File: config.mk
export PLATFORM = sky130hd
export DESIGN_NAME = fp_addsub_pipe
export DESIGN_NICKNAME = d
export VERILOG_FILES = /design/src/rtl/fp_addsub_pipe.sv
export SDC_FILE = /design/constraint.sdc
export NUM_CORES = 1
export LEC_CHECK = 0
export ABC_AREA = 1
export BUFFER_PORTS_ARGS = -buffer_cell sky130_fd_sc_hd__buf_2
export CAP_MARGIN = 10
export CORE_MARGIN = 1.5
export CORE_UTILIZATION = 40
export CTS_CLUSTER_SIZE = 40
export DETAILED_ROUTE_END_ITERATION = 7
export PLACE_DENSITY = 0.65
export SYNTH_ARGS = -nofsm -noshare
export SYNTH_HDL_FRONTEND = slang
export SYNTH_SLANG_ARGS = --single-unit
File: constraint.sdc
create_clock -name clk -period 4.4 [get_ports clk]
set_input_delay 0.88 -clock clk [delete_from_list [all_inputs] [get_ports clk]]
set_output_delay 0.88 -clock clk [all_outputs]
set_load 0.005 [all_outputs]
File: src/rtl/fp_addsub_pipe.sv
// Pipelined floating-point add/subtract: align -> add -> normalise/round, one op per cycle.
// Latency 3 cycles; all stages stall together while an output result is held unaccepted.
module fp_addsub_pipe #(
  parameter int EXP_W = 4,
  parameter int MAN_W = 3,
  localparam int W = 1 + EXP_W + MAN_W
) (
  input  logic         clk,
  input  logic         rst,
  input  logic         in_valid,
  output logic         in_ready,
  input  logic         op,
  input  logic [W-1:0] a,
  input  logic [W-1:0] b,
  output logic         out_valid,
  input  logic         out_ready,
  output logic [W-1:0] result,
  output logic         overflow,
  output logic         underflow
);
  localparam int MW      = MAN_W + 4;  // {hidden, frac, G, R, S}
  localparam int EXP_MAX = (1 << EXP_W) - 1;

  logic adv;
  assign adv      = !out_valid || out_ready;
  assign in_ready = adv;

  // ---------------- stage 1: order operands and align ----------------
  logic             sa, sb, a_big, xs, ys, sticky, z1;
  logic [EXP_W-1:0] ea, eb, xe, ye;
  logic [MAN_W-1:0] xf, yf;
  logic [31:0]      d;
  logic [MW-1:0]    x_ext, y_ext, y_sh, y_al;
  logic [W-1:0]     zres1;

  assign sa = a[W-1];
  assign sb = b[W-1] ^ op;
  assign ea = a[W-2:MAN_W];
  assign eb = b[W-2:MAN_W];

  always_comb begin
    a_big  = (a[W-2:0] >= b[W-2:0]);
    xs     = a_big ? sa : sb;
    ys     = a_big ? sb : sa;
    xe     = a_big ? ea : eb;
    ye     = a_big ? eb : ea;
    xf     = a_big ? a[MAN_W-1:0] : b[MAN_W-1:0];
    yf     = a_big ? b[MAN_W-1:0] : a[MAN_W-1:0];
    d      = 32'(xe) - 32'(ye);
    x_ext  = {1'b1, xf, 3'b000};
    y_ext  = {1'b1, yf, 3'b000};
    y_sh   = y_ext >> d;
    sticky = |(y_ext & ~({MW{1'b1}} << d));
    // Far-out operand survives only as a sticky bit
    y_al   = (d >= 32'(MW)) ? {{(MW-1){1'b0}}, 1'b1} : {y_sh[MW-1:1], y_sh[0] | sticky};
    z1     = (ea == '0) || (eb == '0);
    if ((ea == '0) && (eb == '0)) zres1 = {sa & sb, {(W-1){1'b0}}};
    else if (ea == '0)            zres1 = {sb, b[W-2:0]};
    else                          zres1 = a;
  end

  logic             s1_vld, s1_zero, s1_sign, s1_sub;
  logic [W-1:0]     s1_zres;
  logic [EXP_W-1:0] s1_exp;
  logic [MW-1:0]    s1_xm, s1_ym;

  // ---------------- stage 2: magnitude add / subtract ----------------
  logic [MW:0] m2;
  assign m2 = s1_sub ? ({1'b0, s1_xm} - {1'b0, s1_ym}) : ({1'b0, s1_xm} + {1'b0, s1_ym});

  logic             s2_vld, s2_zero, s2_sign;
  logic [W-1:0]     s2_zres;
  logic [EXP_W-1:0] s2_exp;
  logic [MW:0]      s2_m;

  // ---------------- stage 3: normalise, round, saturate --------------
  logic [MW-1:0]    norm;
  int               lz, e_pre, e_fin;
  logic             rnd, rcarry, ov3, uf3;
  logic [MAN_W-1:0] frac_r;
  logic [W-1:0]     res3;

  always_comb begin
    lz = 0;
    for (int i = 0; i < MW; i++)
      if (s2_m[i]) lz = MW - 1 - i;
    if (s2_m[MW]) begin
      norm  = {s2_m[MW:2], s2_m[1] | s2_m[0]};
      e_pre = int'(s2_exp) + 1;
    end else begin
      norm  = s2_m[MW-1:0] << lz;
      e_pre = int'(s2_exp) - lz;
    end
    rnd    = norm[2] & (norm[1] | norm[0] | norm[3]);
    frac_r = norm[MW-2:3] + MAN_W'(rnd);
    rcarry = rnd & (&norm[MW-2:3]);
    e_fin  = e_pre + (rcarry ? 1 : 0);
    res3   = {s2_sign, EXP_W'(e_fin), frac_r};
    ov3    = 1'b0;
    uf3    = 1'b0;
    // No hidden bit after normalising means exact cancellation: +0, no flags
    if (s2_zero)            res3 = s2_zres;
    else if (!norm[MW-1])   res3 = '0;
    else if (e_pre < 1) begin
      res3 = {s2_sign, {(W-1){1'b0}}};
      uf3  = 1'b1;
    end else if (e_fin > EXP_MAX) begin
      res3 = {s2_sign, {(W-1){1'b1}}};
      ov3  = 1'b1;
    end
  end

  always_ff @(posedge clk or posedge rst) begin
    if (rst) begin
      s1_vld    <= 1'b0;
      s1_zero   <= 1'b0;
      s1_sign   <= 1'b0;
      s1_sub    <= 1'b0;
      s1_zres   <= '0;
      s1_exp    <= '0;
      s1_xm     <= '0;
      s1_ym     <= '0;
      s2_vld    <= 1'b0;
      s2_zero   <= 1'b0;
      s2_sign   <= 1'b0;
      s2_zres   <= '0;
      s2_exp    <= '0;
      s2_m      <= '0;
      out_valid <= 1'b0;
      result    <= '0;
      overflow  <= 1'b0;
      underflow <= 1'b0;
    end else if (adv) begin
      s1_vld    <= in_valid;
      s1_zero   <= z1;
      s1_sign   <= xs;
      s1_sub    <= xs ^ ys;
      s1_zres   <= zres1;
      s1_exp    <= xe;
      s1_xm     <= x_ext;
      s1_ym     <= y_al;
      s2_vld    <= s1_vld;
      s2_zero   <= s1_zero;
      s2_sign   <= s1_sign;
      s2_zres   <= s1_zres;
      s2_exp    <= s1_exp;
      s2_m      <= m2;
      out_valid <= s2_vld;
      result    <= res3;
      overflow  <= ov3;
      underflow <= uf3;
    end
  end
endmodule

==> report_table.html <==
<table>
<tr><th>Metric</th><th>Value</th></tr>
<tr><th colspan="2">CTS</th></tr>
<tr><td>CTS-repair resized insts</td><td>0</td></tr>
<tr><td>Number of clock buffers inserted by TritonCTS</td><td>9</td></tr>
<tr><td>Number of H-tree levels</td><td>3</td></tr>
<tr><td>Total setup buffers inserted after CTS</td><td>0</td></tr>
<tr><td>Root Driver</td><td>sky130_fd_sc_hd__clkbuf_8</td></tr>
<tr><td>Maximum clock insertion buffer count</td><td>2</td></tr>
<tr><td>Clock latency on the worst-skew pair</td><td>0.36 ns</td></tr>
<tr><td>Clock transition at the register clock pins on the worst setup and hold paths after CTS</td><td>0.08 ns</td></tr>
<tr><td>CTS tree</td><td>done</td></tr>
<tr><td>Total of hold buffers inserted after clock tree synthesis</td><td>0</td></tr>
<tr><td>Clock sinks</td><td>61</td></tr>
<tr><th colspan="2">Finish</th></tr>
<tr><td>Final Non-Filler Cells</td><td>762</td></tr>
<tr><td>Final core utilization</td><td>0.456</td></tr>
<tr><td>Area growth syn-to-layout</td><td>11.5%</td></tr>
<tr><td>Share of cells above drive strength 1</td><td>0.126</td></tr>
<tr><td>Number of antenna repair diodes</td><td>0</td></tr>
<tr><td>NumNets Final</td><td>670</td></tr>
<tr><th colspan="2">STA</th></tr>
<tr><td>RSZ-0062 raised after global routing</td><td>false</td></tr>
<tr><td>Achievable frequency</td><td>307 MHz</td></tr>
<tr><td>Worst rel slew slack</td><td>0.369</td></tr>
<tr><td>Post-layout min period</td><td>3.26 ns</td></tr>
<tr><td>Hold violation count in the final report</td><td>0</td></tr>
<tr><td>Pin slew with the least headroom to its limit</td><td>0.946 ns</td></tr>
<tr><td>Worst hold slack</td><td>0.453 ns</td></tr>
<tr><td>Max Transition Viols Final</td><td>0</td></tr>
<tr><td>Final critical-path share of the clock period</td><td>0.741</td></tr>
<tr><td>Final clock skew</td><td>0.0115 ns</td></tr>
<tr><td>Setup-violating endpoint count in the final report</td><td>0</td></tr>
<tr><td>Final TNS setup</td><td>0 ns</td></tr>
<tr><th colspan="2">Pwr</th></tr>
<tr><td>Reported leakage power</td><td>2.43 nW</td></tr>
<tr><td>Clock network power share</td><td>0.183</td></tr>
<tr><td>Areal power density over the cells</td><td>590 nW/um2</td></tr>
<tr><td>Total power draw</td><td>2.77 mW</td></tr>
<tr><td>Switching Power</td><td>1.25 mW</td></tr>
<tr><td>Part of the power in combinational logic</td><td>0.491</td></tr>
<tr><td>Internal power</td><td>1.52 mW</td></tr>
<tr><td>Worst ir drop on vdd</td><td>0.198 mV</td></tr>
<tr><td>Share of total power consumed by net switching</td><td>0.450</td></tr>
<tr><td>Part of the power in registers</td><td>0.326</td></tr>
<tr><th colspan="2">Drt</th></tr>
<tr><td>Antenna Nets Post-Route</td><td>0</td></tr>
<tr><td>Detailed-route DRC error count</td><td>0</td></tr>
<tr><td>Iter 0 DRT Violations</td><td>230</td></tr>
<tr><td>Via count</td><td>3871</td></tr>
<tr><td>WL/cell</td><td>13.3 um</td></tr>
<tr><td>Overall routed net length</td><td>10.1 mm</td></tr>
<tr><td>1st-pass router iterations</td><td>5</td></tr>
<tr><td>Routed vias/inst</td><td>5.08</td></tr>
<tr><th colspan="2">Global route</th></tr>
<tr><td>Global-route wire length before repair</td><td>17.1 mm</td></tr>
<tr><td>Total congestion overflow after global routing</td><td>0</td></tr>
<tr><td>Largest net degree at the start of global routing</td><td>46</td></tr>
<tr><td>Initial antenna violation count</td><td>0</td></tr>
<tr><td>GRT Total Usage</td><td>0.193</td></tr>
<tr><td>Number of global-route vias before repair</td><td>3669</td></tr>
<tr><th colspan="2">Setup path</th></tr>
<tr><td>FF-to-FF Start</td><td>s2_m[1]$_DFFE_PP0P_</td></tr>
<tr><td>Sort of element at the start of the critical path</td><td>flip-flop</td></tr>
<tr><td>Setup crit start</td><td>s2_m[1]$_DFFE_PP0P_</td></tr>
<tr><td>Classification of the worst setup path</td><td>flip-flop to flip-flop</td></tr>
<tr><td>Endpoint kind of the worst setup timing path</td><td>flip-flop</td></tr>
<tr><td>Worst Path Required</td><td>4.63 ns</td></tr>
<tr><td>Number of cells on the worst reg-to-reg path</td><td>22</td></tr>
<tr><td>Maximum fanout count along the critical path</td><td>10</td></tr>
<tr><td>CP arrival</td><td>3.49 ns</td></tr>
<tr><th colspan="2">Hold path</th></tr>
<tr><td>Cell depth of the worst min-delay path</td><td>2</td></tr>
<tr><td>Source of the worst hold timing path</td><td>s1_zres[4]$_DFFE_PP0P_</td></tr>
<tr><td>Class of the most critical hold timing path</td><td>flip-flop to flip-flop</td></tr>
<tr><th colspan="2">Place</th></tr>
<tr><td>I/O Buffers</td><td>32</td></tr>
<tr><td>Gpl congestion</td><td>0.848</td></tr>
<tr><td>Placed Cells incl. Taps</td><td>746</td></tr>
<tr><td>Estimated wirelength of the detail-placed design</td><td>7.58 mm</td></tr>
<tr><th colspan="2">Floorplanning</th></tr>
<tr><td>Die area</td><td>11100 um2</td></tr>
<tr><td>Placement row count</td><td>37</td></tr>
<tr><td>Height of the die</td><td>106 um</td></tr>
<tr><td>Core Area</td><td>10300 um2</td></tr>
<tr><td>Initial cell density of the core</td><td>0.409</td></tr>
<tr><td>Number of top-level design ports</td><td>33</td></tr>
<tr><td>Width of the chip</td><td>106 um</td></tr>
<tr><th colspan="2">Logic synthesis</th></tr>
<tr><td>FFs w/ async S/R, synth</td><td>1.00</td></tr>
<tr><td>Yosys warning total</td><td>0</td></tr>
<tr><td>Number of enable flip-flop cells after synthesis</td><td>0</td></tr>
<tr><td>Cells after Synth</td><td>591</td></tr>
<tr><td>Dominant register cell in the synthesized netlist</td><td>sky130_fd_sc_hd__dfrtp_1</td></tr>
<tr><td>Cell Area, Synth</td><td>4210 um2</td></tr>
<tr><td>Number of distinct library cell variants in the gate-level netlist after synthesis</td><td>37</td></tr>
<tr><td>Number of nets produced by synthesis</td><td>640</td></tr>
<tr><td>Part of the Yosys area used for sequential elements</td><td>0.363</td></tr>
<tr><td>Yosys reg bits</td><td>61</td></tr>
<tr><td>Mean instance size in the synthesized netlist</td><td>7.12 um2</td></tr>
<tr><th colspan="2">Run status</th></tr>
<tr><td>Outcome</td><td>finished, final reports clean</td></tr>
<tr><th colspan="2">Flow run</th></tr>
<tr><td>Total of max-cap violations</td><td>0</td></tr>
</table>
[per-layer routing]
metal  part of all wire  track usage  wire length [um]
met5                  0            0                 0
met1               0.48        0.253              4820
met4              0.027       0.0907               272
met3              0.041       0.0328               413
met2               0.46        0.312              4620
[through the flow]
stage               setup WS (ns)  cell area, um2
floorplan                    1.29            4210
finish                       1.14            4690
detailed placement          0.891            4490
CTS                          1.17            4690
global route                0.715            4690
global placement            0.980            4490
[final timing paths]
kind / slack (ns) / endpoint
min reg2reg: 0.45 / s2_zres[4]$_DFFE_PP0P_
max: 1.14 / result[0]$_DFFE_PP0P_
max in group asynchronous: 2.88 / s1_xm[6]$_DFFE_PP0P_
min in group asynchronous: 0.71 / result[5]$_DFFE_PP0P_
max reg2reg: 1.14 / result[0]$_DFFE_PP0P_
min: 0.45 / s2_zres[4]$_DFFE_PP0P_
[flip-flops by register name, indices dropped and copies added (netlist names), 4 cells and up]
register / count
result: 8
s1_exp: 4
s1_xm: 4
s1_ym: 7
s1_zres: 8
s2_exp: 4
s2_m: 8
s2_zres: 8
[power groups by stage]
stage / Sequential (mW) / Combinational (mW) / Clock (mW)
after floorplan: 0.871 / 1.04 / 0
after global placement: 0.904 / 1.32 / 0
after detailed placement: 0.910 / 1.36 / 0
after CTS: 0.901 / 1.37 / 0.518
after global routing: 0.930 / 1.59 / 0.545
final: 0.903 / 1.36 / 0.507
[cell usage in the layout, fill, tap and decap left out, drive strengths merged, types with 2 or more instances in the layout]
master,n
nor4,2
dfrtp,61
nor3,8
clkinv,2
a21oi,22
clkinvlp,3
a31oi,4
fa,2
buf,35
nand3,38
nand4,9
o22a,3
xor2,5
nor2,38
o211ai,4
inv,81
clkbuf,10
nand3b,2
ha,26
o21ai,76
nand2,188
[critical path: stages, from the launching register on]
cell                      delay, ns
sky130_fd_sc_hd__dfrtp_1       0.39
sky130_fd_sc_hd__inv_1         0.14
sky130_fd_sc_hd__o21ai_0       0.10
sky130_fd_sc_hd__nand3_1       0.07
sky130_fd_sc_hd__nand2_1       0.19
sky130_fd_sc_hd__nand2_1       0.16
sky130_fd_sc_hd__o21ai_0       0.11
sky130_fd_sc_hd__o21ai_0       0.16
sky130_fd_sc_hd__a21oi_1       0.07
sky130_fd_sc_hd__a21oi_1       0.21
sky130_fd_sc_hd__nand3_1       0.10
sky130_fd_sc_hd__nor2_1        0.14
sky130_fd_sc_hd__ha_1          0.19
sky130_fd_sc_hd__ha_1          0.20
sky130_fd_sc_hd__inv_1         0.07
sky130_fd_sc_hd__nor2_1        0.08
sky130_fd_sc_hd__nand2_1       0.07
sky130_fd_sc_hd__nand3_1       0.10
sky130_fd_sc_hd__o21ai_1       0.07
sky130_fd_sc_hd__nand2_1       0.06
sky130_fd_sc_hd__nand2_1       0.15
sky130_fd_sc_hd__o21ai_0       0.22
sky130_fd_sc_hd__nand3_1       0.10
[Yosys cell counts, types with 2 or more instances]
cell | n | share of area
sky130_fd_sc_hd__nand3_4 | 3 | 0.012
sky130_fd_sc_hd__nand3b_1 | 2 | 0.0036
sky130_fd_sc_hd__nand2_2 | 6 | 0.0089
sky130_fd_sc_hd__o22a_1 | 3 | 0.0062
sky130_fd_sc_hd__a31oi_1 | 4 | 0.0059
sky130_fd_sc_hd__nor4_1 | 2 | 0.0030
sky130_fd_sc_hd__nand2_1 | 180 | 0.16
sky130_fd_sc_hd__nor2_1 | 35 | 0.031
sky130_fd_sc_hd__a21oi_1 | 21 | 0.025
sky130_fd_sc_hd__inv_1 | 76 | 0.068
sky130_fd_sc_hd__o21ai_0 | 68 | 0.081
sky130_fd_sc_hd__buf_2 | 2 | 0.0024
sky130_fd_sc_hd__ha_1 | 26 | 0.077
sky130_fd_sc_hd__nand3_1 | 34 | 0.040
sky130_fd_sc_hd__dfrtp_1 | 61 | 0.36
sky130_fd_sc_hd__o21ai_1 | 6 | 0.0071
sky130_fd_sc_hd__inv_2 | 5 | 0.0045
sky130_fd_sc_hd__xor2_1 | 5 | 0.010
sky130_fd_sc_hd__o21ai_2 | 2 | 0.0042
sky130_fd_sc_hd__nand2_4 | 2 | 0.0054
sky130_fd_sc_hd__nor3_1 | 7 | 0.0083
sky130_fd_sc_hd__o211ai_1 | 4 | 0.0071
sky130_fd_sc_hd__fa_1 | 2 | 0.0095
sky130_fd_sc_hd__nor2_4 | 2 | 0.0054
sky130_fd_sc_hd__clkbuf_1 | 13 | 0.012
sky130_fd_sc_hd__nand4_1 | 9 | 0.013
[logic make-up after synthesis]
logic type               count (synthesis)  synth area share
AO/OA/AOI/OAI                          113             0.148
flip-flops                              61             0.363
buffers and inverters                   97            0.0890
adder cells (fa/ha/maj)                 28            0.0869
AND/OR/NAND/NOR                        286             0.301
XOR/XNOR                                 6            0.0125
[final cells by class]
class	instances	area, um2
Tap cell	136	170
Clock buffer	10	138
Sequential cell	61	1530
Fill cell	1077	5590
Timing Repair Buffer	35	183
Multi-Input combinational cell	433	2310
Inverter	81	304
Clock inverter	6	62.6
Power figures use the tool's default switching activity.
